==> src/rtl/regfile_wb_queue.sv <==
// Write-back queue ahead of the regfile port: buffers writes, drains one per cycle (>=1 cycle
// accept-to-commit), forwards newest pending values; in_ready drops when full, wb_stall holds the head.
module regfile_wb_queue #(
  parameter int DEPTH = 4,
  parameter int AW    = 5,
  parameter int DW    = 32
) (
  input  logic                     clk,
  input  logic                     rst,
  input  logic                     in_valid,
  output logic                     in_ready,
  input  logic [AW-1:0]            in_addr,
  input  logic [DW-1:0]            in_data,
  input  logic                     wb_stall,
  output logic                     wen,
  output logic [AW-1:0]            wadd,
  output logic [DW-1:0]            wdata,
  input  logic [AW-1:0]            ra1,
  input  logic [AW-1:0]            ra2,
  output logic                     fwd1_hit,
  output logic                     fwd2_hit,
  output logic [DW-1:0]            fwd1_data,
  output logic [DW-1:0]            fwd2_data,
  output logic [$clog2(DEPTH):0]   count
);

  localparam int PW = $clog2(DEPTH);
  localparam int CW = PW + 1;

  logic [AW-1:0] addr_q [DEPTH];
  logic [DW-1:0] data_q [DEPTH];
  logic [PW-1:0] head;
  logic [PW-1:0] tail;
  logic [PW-1:0] idx;
  logic          push;
  logic          pop;

  // Writes to $0 complete the handshake but never occupy an entry.
  assign in_ready = (count < CW'(DEPTH));
  assign push     = in_valid && in_ready && (in_addr != '0);
  assign pop      = (count != '0) && !wb_stall;

  assign wen   = pop;
  assign wadd  = pop ? addr_q[head] : '0;
  assign wdata = pop ? data_q[head] : '0;

  always_ff @(posedge clk or negedge rst) begin
    if (!rst) begin
      head  <= '0;
      tail  <= '0;
      count <= '0;
    end else begin
      if (push) tail <= tail + 1'b1;
      if (pop)  head <= head + 1'b1;
      case ({push, pop})
        2'b10:   count <= count + 1'b1;
        2'b01:   count <= count - 1'b1;
        default: count <= count;
      endcase
    end
  end

  always_ff @(posedge clk) begin
    if (push) begin
      addr_q[tail] <= in_addr;
      data_q[tail] <= in_data;
    end
  end

  // Walk oldest to youngest so the last match (closest to tail) wins.
  always_comb begin
    fwd1_hit  = 1'b0;
    fwd2_hit  = 1'b0;
    fwd1_data = '0;
    fwd2_data = '0;
    idx       = '0;
    for (int i = 0; i < DEPTH; i++) begin
      idx = head + PW'(i);
      if (CW'(i) < count) begin
        if ((ra1 != '0) && (addr_q[idx] == ra1)) begin
          fwd1_hit  = 1'b1;
          fwd1_data = data_q[idx];
        end
        if ((ra2 != '0) && (addr_q[idx] == ra2)) begin
          fwd2_hit  = 1'b1;
          fwd2_data = data_q[idx];
        end
      end
    end
  end

endmodule

==> config.mk <==
export PLATFORM = sky130hd
export DESIGN_NAME = regfile_wb_queue
export DESIGN_NICKNAME = d
export VERILOG_FILES = /design/src/rtl/regfile_wb_queue.sv
export SDC_FILE = /design/constraint.sdc
export NUM_CORES = 1
export LEC_CHECK = 0
export BUFFER_PORTS_ARGS = -buffer_cell sky130_fd_sc_hd__buf_2
export CAP_MARGIN = 15
export CELL_PAD_IN_SITES_DETAIL_PLACEMENT = 1
export CELL_PAD_IN_SITES_GLOBAL_PLACEMENT = 1
export CORE_MARGIN = 3
export CORE_UTILIZATION = 50
export CTS_CLUSTER_DIAMETER = 120
export DETAILED_ROUTE_END_ITERATION = 6
export PLACE_DENSITY = 0.84
export SLEW_MARGIN = 20
export SYNTH_ARGS = -nofsm -noshare
export SYNTH_HDL_FRONTEND = slang
export SYNTH_SLANG_ARGS = --single-unit
==> constraint.sdc <==
create_clock -name clk -period 3.7 [get_ports clk]
set_input_delay 0 -clock clk [delete_from_list [all_inputs] [get_ports clk]]
set_output_delay 0 -clock clk [all_outputs]
set_load 0.02 [all_outputs]
==> impl_results.md <==
- Crit-path slowest cell: nor2_2
- RSZ-0062 raised after global routing: no
- Worst Hold Launch: in_valid
- Placed inst area: between 10,000 and 15,000 sq um
- GR peak layer: met2
- Ys flop type: edfxtp_1
- Starting density of the core: 51.8%
- Status: complete, no violations
- Met1 GRT Util: between 30% and 40%
- Slew Limit Headroom: around 34%
- Share of the clock period used by the worst path: a little over nine tenths
- Final hold viol count: 0
- Max-slew violations: 0
- Mapped Nets: around 1,100
- CTS root buffer: clkbuf_16
- CP cell instances: buf_4 > mux4_2 > xnor2_1 > nand2_1 > or2_2 > nor2_2 > a211oi_2 > buf_2
- Global placement routability congestion: around 0.89
- Setup TNS: 0 ns
- Vias: about 10,000
- Clk_skew: roughly 0.0096 ns
- Pwr Density: 825 nW/um^2
- Clock buffer depth: 2
- First-pass GRT wire length: 60,500 microns
- Initial antenna violation count: 2
- GRT met2 Usage: 54.3%
- Number of max-cap violations: 0
- Most frequent cells in the layout: 173 x mux2i_1, 158 x buf_2, 148 x edfxtp_1, 73 x nand2_1, 67 x a21oi_1
- H-tree levels: 4
- Skew-Pair Late Insertion Delay: ~0.44 ns
- Worst EP required: approximately 3.7 ns
- Leading area contributor after synthesis: edfxtp_1
- Top area cells in the synthesized netlist: edfxtp_1 39%, mux2i_1 15%, mux4_2 3.9%
- HPWL after detailed placement: between 20,000 and 30,000 microns
- Vias in the first global route: around 10,000
- Critical Path Sink Type: output pin
- Die area: approximately 25,000 sq um
- Delay of the slowest critical-path stage: approximately 0.8 ns
- Synth unique cells: 57
- TritonCTS clock tree: built
- Routed WL per cell: ~26 microns
- Largest net degree at the start of global routing: 66
- First-pass iteration count of the detailed router: 5
- Cells on worst reg2reg path: 4
- Commonest non-fill, non-tap cell in the layout: mux2i_1
- Number of synthesized register bits: ~160
- Mapped cell area: 11,500 sq um
- Layout cells sized above 1: between 30% and 40%
- DRC viols: 0
- Vias per cell: between 6 and 7
- Worst R2R Start: count[2]$_DFFE_PN0P_
- Syn Inst Count: between 1,000 and 1,500
- Yosys Warn Count: 0
- Leakage: approximately 5.3 nW
- Final setup viols: 0
- Starting DRT DRC Count: just under 900
- Met3 Use GR: 6.35%
- Num ports: between 150 and 200
- Gr ovfl total: 0
- Seq/Total Area, Yosys: around two fifths
- Layout net count: around 1,300
- CTS sink cnt: between 150 and 200
- CTS clk-pin slew, worst paths: about 0.070 ns
- Post-DRT Antenna Nets: 0
- Fraction of registers with async set/reset: ~4.5%
- WS Path Type: flip-flop to output pin
- Final Instance Area: 13,600 sq um
- Max Clk Rate: approximately 280 MHz
- Chip width: roughly 160 microns
- Number of enable flip-flop cells after synthesis: roughly 150
- CP arrival: between 3 and 4 ns
- Hold Path Sink: tail[0]$_DFFE_PN0P_
- Hold Path Class: primary input to flip-flop
- Placeable Area: roughly 22,000 sq um
- Post-Syn Area per Cell: roughly 11 sq um
- FF-to-FF End: data_q[1][13]$_DFFE_PP_
- Measured slew at the worst slew-check pin: between 0.9 and 1 ns
- CTS Buf Count: 17
- Post-layout min period: 3.62 ns
- Fillers: approximately 2,400
- Num rows: between 50 and 60
- Area share of the largest cell type after synthesis: 38.7%
- P&R area growth vs syn: 18.4%
- Worst Hold Path Cells: 3
- Die height: 158 microns
- Critical path launch point type: flip-flop
- Maximum VDD drop: around 0.00042 V
- Worst reg2reg setup slack: around 1.1 ns
- Port bufs: about 160
- Crit-path max FO: 12
- WL final: 39,300 microns
- GRT Util Overall: between 30% and 40%
==> cell families after synthesis <==
logic type | after synthesis | synth area share [%]
flops | 155 | 40.2
xor+xnor | 41 | 3.13
fa+ha+maj | 9 | 0.981
simple gates | 254 | 12.1
compound gates | 244 | 16.7
mux | 226 | 22.3
buf+inv | 105 | 4.63
==> how the worst max path moves through the flow <==
| stage | from | end | cells after the start |
|---|---|---|---|
| 2_1_floorplan | head[0]$_DFFE_PN0P_ | fwd2_data[0] | 9 |
| 3_3_place_gp | head[0]$_DFFE_PN0P_ | fwd2_data[7] | 8 |
| 3_5_place_dp | head[0]$_DFFE_PN0P_ | fwd2_data[7] | 8 |
| 4_1_cts | head[0]$_DFFE_PN0P_ | fwd2_data[31] | 9 |
| 5_1_grt | head[0]$_DFFE_PN0P_ | fwd2_data[31] | 12 |
| 6_report | head[1]$_DFFE_PN0P_ | fwd2_data[21] | 8 |
==> sequential cells by signal, indices dropped and copies added (netlist names) <==
register,flops
tail,2
count,3
head,2
addr_q,20
data_q,128
==> routing by layer <==
| layer | share of wire (%) | up-vias |
|---|---|---|
| met5 | 0 | - |
| met4 | 3.6 | 0 |
| met3 | 6.4 | 110 |
| met2 | 50 | 443 |
| met1 | 40 | 4925 |
| li1 | - | 4268 |
==> area by class of cell <==
cell class                 count  area [sq um]  share of cell area (%)
timing repair buffer         243          1630                    12.0
clock buffer                  17           425                    3.13
clock inverter                15           114                   0.838
multi-input combinational    775          6400                    47.1
inverter                       9          38.8                   0.285
antenna                        2          5.00                  0.0368
tap                          280           350                    2.58
sequential                   155          4630                    34.1
==> where the power goes <==
part | total, mW | switching (mW) | internal (mW)
combinational | 7.14 | 4.46 | 2.68
sequential | 2.42 | 0.214 | 2.21
clock | 1.65 | 0.782 | 0.869
total | 11.2 | 5.46 | 5.76
==> synth_stat cells, drive strengths merged, types with 2 or more instances <==
library cell / count
nor2b: 33
nand2: 73
xnor2: 33
nor4: 4
buf: 46
o22a: 30
or4: 3
clkbuf: 50
a221o: 3
or3: 3
a221oi: 32
a211oi: 33
nand2b: 3
mux2: 33
xor2: 8
nor3: 8
mux2i: 173
nand3: 2
o211ai: 2
dfrtp: 7
nand4: 5
mux4: 20
o21ai: 65
inv: 8
ha: 9
and2: 42
nor2: 43
a21oi: 68
nand3b: 31
edfxtp: 148
==> metrics by stage <==
step | std cells | worst slack, ns | hold slack, ns | util (%) | total power, mW
after floorplan | 1034 | 1.01 | -0.296 | - | 7.44
after global placement | 1410 | 0.335 | -0.153 | 56.4 | 8.97
after detailed placement | 1410 | 0.257 | -0.141 | 56.4 | 9.23
after CTS | 1486 | 0.0361 | 0.0588 | 60.8 | 11.0
after global routing | 1496 | 0.00289 | 0.0966 | 61.3 | 11.8
final | 1496 | 0.0777 | 0.0876 | 61.3 | 11.2
==> critical path, delay by kind of cell (launching register included) <==
family | cells | cell delay [ns]
buffers and inverters | 2 | 0.46
and+or+nand+nor | 3 | 1.33
DFF | 1 | 0.54
AOI/OAI and AO/OA | 1 | 0.18
muxes | 1 | 0.38
xor gates and xnor gates | 1 | 0.27
==> what timing repair did <==
item	4_1_cts	5_1_grt
pin swaps	1	1
gates cloned	1	0
setup buffers	4	8
hold endpoints to repair	155	0
endpoints found under the setup margin	33	50
resized for setup	4	11
hold buffers	39	0
No activity file was read; power rests on OpenSTA's default activity.
